**src/rtl/wb_commit_if.sv**
```systemverilog
// Register-file writeback bundle: pipeline WB request, LU result handshake,
// the registered write port and the hazard-side status outputs.
interface wb_commit_if #(
    parameter int DATA_W = 32
);
    logic              pipe_we;
    logic [4:0]        pipe_rd;
    logic [DATA_W-1:0] pipe_data;
    logic              pipe_load;
    logic [2:0]        pipe_funct3;
    logic [1:0]        pipe_addr_lo;
    logic              lu_valid;
    logic [4:0]        lu_rd;
    logic [DATA_W-1:0] lu_data;
    logic              lu_ready;
    logic [4:0]        Address3;
    logic              RegWriteEN3;
    logic [DATA_W-1:0] RegDataW3;
    logic [31:0]       pending_mask;
    logic              pipe_stall;

    modport master (
        output pipe_we, pipe_rd, pipe_data, pipe_load, pipe_funct3, pipe_addr_lo,
        output lu_valid, lu_rd, lu_data,
        input  lu_ready, Address3, RegWriteEN3, RegDataW3, pending_mask, pipe_stall
    );

    modport slave (
        input  pipe_we, pipe_rd, pipe_data, pipe_load, pipe_funct3, pipe_addr_lo,
        input  lu_valid, lu_rd, lu_data,
        output lu_ready, Address3, RegWriteEN3, RegDataW3, pending_mask, pipe_stall
    );
endinterface

```
**src/rtl/wb_commit_arbiter.sv**
```systemverilog
// Writeback commit arbiter: merges in-order pipeline results and buffered
// long-latency unit results onto a single registered register-file write port.
module wb_commit_arbiter #(
    parameter int DATA_W     = 32,
    parameter int LU_DEPTH   = 2,
    parameter int STARVE_MAX = 4
) (
    input logic        clk,
    input logic        rst,
    wb_commit_if.slave bus
);
    localparam int PTR_W = $clog2(LU_DEPTH);
    localparam int CNT_W = PTR_W + 1;
    localparam int STV_W = $clog2(STARVE_MAX + 1);

    function automatic logic [DATA_W-1:0] load_extend(
        input logic [DATA_W-1:0] word,
        input logic              is_load,
        input logic [2:0]        funct3,
        input logic [1:0]        addr_lo
    );
        logic [7:0]  b;
        logic [15:0] h;
        b = word[{addr_lo, 3'b000} +: 8];
        h = word[{addr_lo[1], 4'b0000} +: 16];
        load_extend = word;
        if (is_load) begin
            case (funct3)
                3'b000:  load_extend = {{(DATA_W-8){b[7]}}, b};
                3'b001:  load_extend = {{(DATA_W-16){h[15]}}, h};
                3'b100:  load_extend = {{(DATA_W-8){1'b0}}, b};
                3'b101:  load_extend = {{(DATA_W-16){1'b0}}, h};
                default: load_extend = word;
            endcase
        end
    endfunction

    logic [4:0]        fifo_rd_q   [LU_DEPTH];
    logic [4:0]        fifo_rd_d   [LU_DEPTH];
    logic [DATA_W-1:0] fifo_data_q [LU_DEPTH];
    logic [DATA_W-1:0] fifo_data_d [LU_DEPTH];
    logic [PTR_W-1:0]  wr_ptr_q, wr_ptr_d, rd_ptr_q, rd_ptr_d, idx;
    logic [CNT_W-1:0]  count_q, count_d;
    logic [STV_W-1:0]  starve_q, starve_d;
    logic              stall_q, stall_d;
    logic              wen_q, wen_d;
    logic [4:0]        waddr_q, waddr_d;
    logic [DATA_W-1:0] wdata_q, wdata_d;
    logic              lu_ready, push, pipe_sel, pop;
    logic [31:0]       pending_mask;

    // Handshake, selection and FIFO bookkeeping
    always_comb begin
        lu_ready  = (count_q != CNT_W'(LU_DEPTH));
        push      = bus.lu_valid && lu_ready && (bus.lu_rd != 5'd0);
        pipe_sel  = bus.pipe_we && (bus.pipe_rd != 5'd0);
        pop       = !pipe_sel && (count_q != '0);

        fifo_rd_d   = fifo_rd_q;
        fifo_data_d = fifo_data_q;
        wr_ptr_d    = wr_ptr_q;
        rd_ptr_d    = rd_ptr_q;
        if (push) begin
            fifo_rd_d[wr_ptr_q]   = bus.lu_rd;
            fifo_data_d[wr_ptr_q] = bus.lu_data;
            wr_ptr_d              = wr_ptr_q + PTR_W'(1);
        end
        if (pop) begin
            rd_ptr_d = rd_ptr_q + PTR_W'(1);
        end
        count_d = count_q + CNT_W'(push) - CNT_W'(pop);
    end

    always_comb begin
        wen_d   = 1'b0;
        waddr_d = waddr_q;
        wdata_d = wdata_q;
        if (pipe_sel) begin
            wen_d   = 1'b1;
            waddr_d = bus.pipe_rd;
            wdata_d = load_extend(bus.pipe_data, bus.pipe_load, bus.pipe_funct3, bus.pipe_addr_lo);
        end else if (pop) begin
            wen_d   = 1'b1;
            waddr_d = fifo_rd_q[rd_ptr_q];
            wdata_d = fifo_data_q[rd_ptr_q];
        end
    end

    // Denial counter only grows while an entry waits and the pipeline keeps winning
    always_comb begin
        if (pop || (count_q == '0)) begin
            starve_d = '0;
        end else if (starve_q != STV_W'(STARVE_MAX)) begin
            starve_d = starve_q + STV_W'(1);
        end else begin
            starve_d = starve_q;
        end
        stall_d = (starve_d == STV_W'(STARVE_MAX));
    end

    always_comb begin
        pending_mask = '0;
        idx          = rd_ptr_q;
        for (int i = 0; i < LU_DEPTH; i++) begin
            idx = rd_ptr_q + PTR_W'(i);
            if (CNT_W'(i) < count_q) begin
                pending_mask[fifo_rd_q[idx]] = 1'b1;
            end
        end
    end

    always_ff @(posedge clk) begin
        if (rst) begin
            wr_ptr_q <= '0;
            rd_ptr_q <= '0;
            count_q  <= '0;
            starve_q <= '0;
            stall_q  <= 1'b0;
            wen_q    <= 1'b0;
            waddr_q  <= '0;
            wdata_q  <= '0;
        end else begin
            wr_ptr_q <= wr_ptr_d;
            rd_ptr_q <= rd_ptr_d;
            count_q  <= count_d;
            starve_q <= starve_d;
            stall_q  <= stall_d;
            wen_q    <= wen_d;
            waddr_q  <= waddr_d;
            wdata_q  <= wdata_d;
        end
    end

    // Entry storage is qualified by count_q, so it needs no reset
    always_ff @(posedge clk) begin
        fifo_rd_q   <= fifo_rd_d;
        fifo_data_q <= fifo_data_d;
    end

    assign bus.lu_ready     = lu_ready;
    assign bus.Address3     = waddr_q;
    assign bus.RegWriteEN3  = wen_q;
    assign bus.RegDataW3    = wdata_q;
    assign bus.pending_mask = pending_mask;
    assign bus.pipe_stall   = stall_q;
endmodule

```
**src/flat_wrapper.sv**
```systemverilog
// flat-port wrapper written by rule: the top's interface ports become plain ports
module wb_commit_arbiter_flat 
#(
    parameter int DATA_W     = 32,
    parameter int LU_DEPTH   = 2,
    parameter int STARVE_MAX = 4
)
  (clk, rst, bus_pipe_we, bus_pipe_rd, bus_pipe_data, bus_pipe_load, bus_pipe_funct3, bus_pipe_addr_lo, bus_lu_valid, bus_lu_rd, bus_lu_data, bus_lu_ready, bus_Address3, bus_RegWriteEN3, bus_RegDataW3, bus_pending_mask, bus_pipe_stall);
  wb_commit_if #(.DATA_W(DATA_W)) bus_i ();
  input logic clk;
  input logic rst;
  input wire logic [$bits(bus_i.pipe_we)-1:0] bus_pipe_we;
  input wire logic [$bits(bus_i.pipe_rd)-1:0] bus_pipe_rd;
  input wire logic [$bits(bus_i.pipe_data)-1:0] bus_pipe_data;
  input wire logic [$bits(bus_i.pipe_load)-1:0] bus_pipe_load;
  input wire logic [$bits(bus_i.pipe_funct3)-1:0] bus_pipe_funct3;
  input wire logic [$bits(bus_i.pipe_addr_lo)-1:0] bus_pipe_addr_lo;
  input wire logic [$bits(bus_i.lu_valid)-1:0] bus_lu_valid;
  input wire logic [$bits(bus_i.lu_rd)-1:0] bus_lu_rd;
  input wire logic [$bits(bus_i.lu_data)-1:0] bus_lu_data;
  output wire logic [$bits(bus_i.lu_ready)-1:0] bus_lu_ready;
  output wire logic [$bits(bus_i.Address3)-1:0] bus_Address3;
  output wire logic [$bits(bus_i.RegWriteEN3)-1:0] bus_RegWriteEN3;
  output wire logic [$bits(bus_i.RegDataW3)-1:0] bus_RegDataW3;
  output wire logic [$bits(bus_i.pending_mask)-1:0] bus_pending_mask;
  output wire logic [$bits(bus_i.pipe_stall)-1:0] bus_pipe_stall;
  assign bus_i.pipe_we = bus_pipe_we;
  assign bus_i.pipe_rd = bus_pipe_rd;
  assign bus_i.pipe_data = bus_pipe_data;
  assign bus_i.pipe_load = bus_pipe_load;
  assign bus_i.pipe_funct3 = bus_pipe_funct3;
  assign bus_i.pipe_addr_lo = bus_pipe_addr_lo;
  assign bus_i.lu_valid = bus_lu_valid;
  assign bus_i.lu_rd = bus_lu_rd;
  assign bus_i.lu_data = bus_lu_data;
  assign bus_lu_ready = bus_i.lu_ready;
  assign bus_Address3 = bus_i.Address3;
  assign bus_RegWriteEN3 = bus_i.RegWriteEN3;
  assign bus_RegDataW3 = bus_i.RegDataW3;
  assign bus_pending_mask = bus_i.pending_mask;
  assign bus_pipe_stall = bus_i.pipe_stall;
  wb_commit_arbiter #(.DATA_W(DATA_W), .LU_DEPTH(LU_DEPTH), .STARVE_MAX(STARVE_MAX)) u_core (.clk(clk), .rst(rst), .bus(bus_i));
endmodule
```
**config.mk**
```make
export PLATFORM = sky130hd
export DESIGN_NAME = wb_commit_arbiter_flat
export DESIGN_NICKNAME = d
export VERILOG_FILES = /design/src/rtl/wb_commit_if.sv /design/src/rtl/wb_commit_arbiter.sv /design/src/flat_wrapper.sv
export SDC_FILE = /design/constraint.sdc
export NUM_CORES = 1
export LEC_CHECK = 0
export ABC_AREA = 1
export BUFFER_PORTS_ARGS = -buffer_cell sky130_fd_sc_hd__clkbuf_2
export CAP_MARGIN = 20
export CORE_ASPECT_RATIO = 0.8
export CORE_MARGIN = 2
export CORE_UTILIZATION = 54
export DETAILED_ROUTE_END_ITERATION = 10
export GPL_TIMING_DRIVEN = 0
export PLACE_DENSITY_LB_ADDON = 0.3
export SYNTH_ARGS = -nofsm -noshare
export SYNTH_HDL_FRONTEND = slang
export SYNTH_SLANG_ARGS = --single-unit
export TNS_END_PERCENT = 100
```
**constraint.sdc**
```tcl
create_clock -name clk -period 3.7 [get_ports clk]
set_clock_uncertainty 0.2 [all_clocks]
set_input_delay 0.74 -clock clk [delete_from_list [all_inputs] [get_ports clk]]
set_output_delay 0.74 -clock clk [all_outputs]
set_load 0.01 [all_outputs]
```
=== After elaboration in Yosys (flattened, before gate mapping) ===
Index checks and enable logic that the tools add are counted.

* Register bits after elaboration: 120
* Output and inout port bits: 72

* Order comparisons: 10
* Shifts and indexed selects: 2
* Mux-type cells: 31
* Bitwise gates (word level): 4
* Reductions and logical operators: 15
* Equality and inequality tests: 6
* Add/subtract/negate cells: 5

{| class="wikitable"
|+ Operator list
! kind !! count
|-
| 32-bit two-way mux || 9
|-
| 32-bit one-hot mux with 4 select lines || 1
|-
| 64-bit bitwise mux || 1
|-
| 5-bit two-way mux || 9
|-
| 32-bit demux with 1-bit select || 1
|-
| 32-bit OR || 1
|-
| 32-bit by 6-bit indexed part select with 16-bit output || 1
|-
| 32-bit by 6-bit indexed part select with 8-bit output || 1
|-
| 5-bit by 6-bit < comparator with 1-bit output, second input constant || 2
|-
| 10-bit bitwise mux || 1
|-
| 1-bit demux with 5-bit select || 2
|-
| 5-bit by 1-bit greater-or-equal comparator with 1-bit output, second input constant || 2
|-
| 5-bit nonzero test || 2
|-
| 3-bit == test, second input constant || 3
|-
| 1-bit logical AND || 7
|-
| 2-bit greater-or-equal comparator, second input constant || 3
|-
| 3-bit two-way mux || 2
|-
| 1-bit inverter with 2-bit output || 3
|-
| 5-bit demux with 1-bit select || 1
|-
| 1-bit by 2-bit < comparator with 1-bit output, first input constant || 2
|-
| 1-bit two-way mux || 4
|-
| 2-bit nonzero test || 2
|-
| 3-bit by 1-bit adder with 3-bit output, second input constant || 1
|-
| 3-bit by 1-bit == test with 1-bit output, second input constant || 1
|-
| 10 further kinds || 11
|}

=== Logic depth before layout (Yosys ltp) ===
* Depth after elaboration: 11
* Gate-level depth with buffers: 11
* Depth with buffers taken out: 11

=== Worst setup path after synthesis ===
No wires, ideal clock.

* Path type: input-to-reg
* Start point: in bus_lu_valid
* End point: reg u_core.fifo_data_q[0] in the netlist's numbering (enable)
* Data arrival time: 2.588 ns
* Slack: 0.479 ns
* Required time: 3.067 ns
* Library setup time: 0.433 ns
* Stages on the path: 3
* Buffers on the path: 0
* Cell sequence: a21boi_0 -> nand2_1 -> nor2_1

* Longest elaborated chain between the ends: 2

{| class="wikitable"
|+ Ends and longest elaborated chain
! item !! line !! text
|-
| from (decl) || flat_wrapper.sv:18 || <nowiki>input wire logic [$bits(bus_i.lu_valid)-1:0] bus_lu_valid;</nowiki>
|-
| 1-bit logical AND (2 in series) || wb_commit_arbiter.sv:55 || <nowiki>push = bus.lu_valid && lu_ready && (bus.lu_rd != 5'd0);</nowiki>
|-
| to (signal assigned) || wb_commit_arbiter.sv:137 || <nowiki>fifo_data_q <= fifo_data_d;</nowiki>
|-
| to (decl) || wb_commit_arbiter.sv:40 || <nowiki>logic [DATA_W-1:0] fifo_data_q [LU_DEPTH];</nowiki>
|}

Every way passes these cells.
A chain may end at the register's enable or synchronous reset.

=== Final worst setup path ===
* Start point: reg u_core.rd_ptr_q
* End point: out bus_pending_mask[31]

* Longest elaborated chain between the ends: 11
* Elaborated cells on any way between the ends: 22
* Classes of those cells: add/sub: 1; order compare: 4; mux: 12; bitwise: 3; reduce/logical: 2

{| class="wikitable"
|+ Ends and longest elaborated chain
! item !! line !! text
|-
| from (decl) || wb_commit_arbiter.sv:42 || <nowiki>logic [PTR_W-1:0] wr_ptr_q, wr_ptr_d, rd_ptr_q, rd_ptr_d, idx;</nowiki>
|-
| from (signal assigned) || wb_commit_arbiter.sv:124 || <nowiki>rd_ptr_q <= rd_ptr_d;</nowiki>
|-
| 1-bit adder / 1-bit inverter with 2-bit output (equally long branches) || wb_commit_arbiter.sv:105, wb_commit_arbiter.sv:107 ||
|-
| 1-bit inverter with 2-bit output (not written as such) / 5-bit two-way mux (equally long branches) || wb_commit_arbiter.sv:107 || <nowiki>pending_mask[fifo_rd_q[idx]] = 1'b1;</nowiki>
|-
| 5-bit two-way mux (not written as such) (2 in series) || wb_commit_arbiter.sv:107 ||
|-
| 5-bit two-way mux (not written as such), or another cell as far along || wb_commit_arbiter.sv:107 ||
|-
| 5-bit by 6-bit < comparator with 1-bit output (not written as such), or another cell as far along || wb_commit_arbiter.sv:107 ||
|-
| 1-bit logical AND (not written as such) / 1-bit two-way mux (equally long branches) || wb_commit_arbiter.sv:107 ||
|-
| 1-bit two-way mux (not written as such) / 1-bit demux with 5-bit select (equally long branches) || -- ||
|-
| 1-bit demux with 5-bit select / 32-bit two-way mux (equally long branches) || -- ||
|-
| 32-bit OR (no line) || -- ||
|-
| 32-bit two-way mux * || wb_commit_arbiter.sv:106 || <nowiki>if (CNT_W'(i) < count_q) begin</nowiki>
|-
| to (decl) || flat_wrapper.sv:25 || <nowiki>output wire logic [$bits(bus_i.pending_mask)-1:0] bus_pending_mask;</nowiki>
|}

Every way passes the cells marked *; elsewhere a longest branch is shown, timed or not. The select of a mux whose other input is x is not followed.

==> results.cfg <==
[run_status]
status = complete, no violations

[timing]
layout_worst_path_cycle_share = 0.824
tightest_slew_ps = 667
slew_violations = 0
setup_viol = 0
hold_viol = 0
max_freq_ghz = 0.328
rsz0062_at_grt = false
relSlewSlack = 0.555
whs_ps = 278
final.min_clock_period_ps = 3050
timing.setup.tns_ps = 0

[grt]
grt_max_degree = 23
overflow = 0
grtUsageTotal = 0.283
grt_pass1_vias = 5252
grt_first_pass_wirelength_mm = 26.0
antenna_found_initial = 0

[critical_path]
cp-end-kind = primary output
cp_data_required_time_ps = 2760
timing.critical_path.buf_inv = 4
path_delay_family = simple AND/OR/NAND/NOR gates
cp_max_fo = 9
cp-start-kind = flop
crit_top_cell = nand2_1
arrival_ps = 2110
crit_chain = buf_6, inv_4, nand2_1, nand2_1, inv_1, nor2_1, nand2_1, o21ai_0, clkbuf_2
slowest_stage = nor2_1
slowest_delay_ps = 490
worstSetupPathType = flop to primary output

[synthesis]
synth_common_cells = nand2_1, edfxtp_1, inv_1, nand3_1, o21ai_0
syn_nets = 808
synth-seq-cells = 120
netlist_instances = 720
synth_ff_type = edfxtp_1
avgSynthCellArea_sq_um = 8.50
synth.distinct_cells = 42
synth_edf_count = 74
yosys_warnings = 0
synth_top_area_cell = edfxtp_1
syn_area_sq_um = 6120
ys_top_cells_by_area = edfxtp_1, dfxtp_1, nand2_1
yosysSeqAreaShare = 0.514
synthArstFlopShare = 0
synth_most_common_cell = nand2_1
synth_top_area_frac = 0.363

[die]
die_x_um = 123
dieArea_sq_um = 12200
num_rows = 34
initial_core_util = 0.557
io_pins = 156
core_area_sq_um = 11000
die_h_um = 99.2

[drt]
postRouteAntennaNets = 0
viasPerCell = 5.40
drt_wl_total_mm = 16.6
drcViolationCount = 0
vias = 5686
dr.first_iter.drc_count = 609
dr.pass1.iters = 5
wl_per_cell_um = 15.8

[pwr]
power_density_nw_per_um2 = 626
ir_worst_vdd_uv = 347
p_leak_uw = 0.00348

[clocking]
cts_made_buffers = 17
htreeDepth = 4
cts_tree = yes
cts_setup_buffers = 0
ctsHoldBuffers = 0
cts.clk_slew.worst_paths_ps = 50
cts_root_buf = clkbuf_16
worstSkewPairLatency_ps = 410
post_cts_resized = 0
clk_path_buf_depth = 2
cts_sinks = 120

[cells_and_area]
area_growth_pct = 26.8
drive_above_1_share = 0.261
instances_no_fill = 1052
final_design_area_no_fill_sq_um = 7760
nets = 984
antennaDiodeCount = 0

[run]
maxCapViolations = 0

[place]
place_area_sq_um = 7140
io_buffer_count = 155
dp_hpwl_mm = 12.2
dpl.cell_count = 1021
gp_congestion = 0.956

[hold_path]
hp-class = flop to flop
==> cells in the final DEF (no fill, tap or decap), drive strengths merged, types with 25 or more instances in the layout <==
cell type	Yosys	final
nor2	45	45
mux2i	25	25
nand3	49	49
clkbuf	9	183
buf	23	25
o21ai	79	79
nand2	211	211
inv	74	74
dfxtp	46	46
a21oi	43	43
edfxtp	74	74
==> sequential cells by signal, indices dropped and copies added, names as in the netlist <==
signal	cells
u_core.bus.RegWriteEN3	1
u_core.bus.pipe_stall	1
u_core.wr_ptr_q	1
u_core.starve_q	3
u_core.bus.RegDataW3	32
u_core.fifo_rd_q	10
u_core.count_q	2
u_core.fifo_data_q	64
u_core.bus.Address3	5
u_core.rd_ptr_q	1
==> per-stage QoR <==
stage,worst slack [ps],power (uW),util
floorplan,479,2650,-
finish,650,4850,0.707
global placement,-501,3060,0.645
CTS,700,4850,0.707
global route,528,5090,0.707
detailed placement,866,3120,0.651
==> layout make-up <==
cell class / instances / area [sq um]
fillers: 867 / 3220
well taps: 144 / 180
flip-flops and latches: 120 / 3140
multi-input cells: 493 / 2500
clock buffers: 19 / 433
clock inverters: 12 / 181
inverters: 75 / 289
repair buffers: 157 / 831
plain buffers: 32 / 205
==> metal layers <==
metal,part of all wire,track usage
met1,0.44,0.400
met2,0.44,0.431
met3,0.098,0.0757
met4,0.014,0.0804
met5,0,0
==> cell families (layout without fill, tap and decap cells) <==
family,Yosys count,in the layout,synth area share
and+or+nand+nor,318,318,0.221
AOI/OAI and AO/OA,143,143,0.131
DFF,120,120,0.514
buffers and inverters,107,295,0.0808
muxes,25,25,0.0409
adders and majority gates,4,4,0.00818
xor gates and xnor gates,3,3,0.00430
==> worst min-delay path, delay by kind of cell (launching register included) <==
| kind | cells | cell delay [ps] |
|---|---|---|
| AO/OA/AOI/OAI | 1 | 60 |
| flip-flops | 1 | 310 |
| AND/OR/NAND/NOR | 1 | 60 |
==> power by group <==
group | switching [uW] | internal (uW)
logic | 936 | 482
registers | 79.3 | 1630
clock network | 549 | 1180
total | 1560 | 3290
==> path summary, 6_finish.rpt <==
path	start	endpoint	slack, ps	depth (start not counted)
min reg2reg	u_core.bus.Address3[1]	u_core.bus.Address3[1]	280	2
max reg2reg	u_core.count_q[1]	u_core.count_q[1]	1250	11
min	u_core.bus.Address3[1]	u_core.bus.Address3[1]	280	2
max	u_core.rd_ptr_q	bus_pending_mask[31]	650	9
Note: power is estimated with default switching activity, not from simulation.
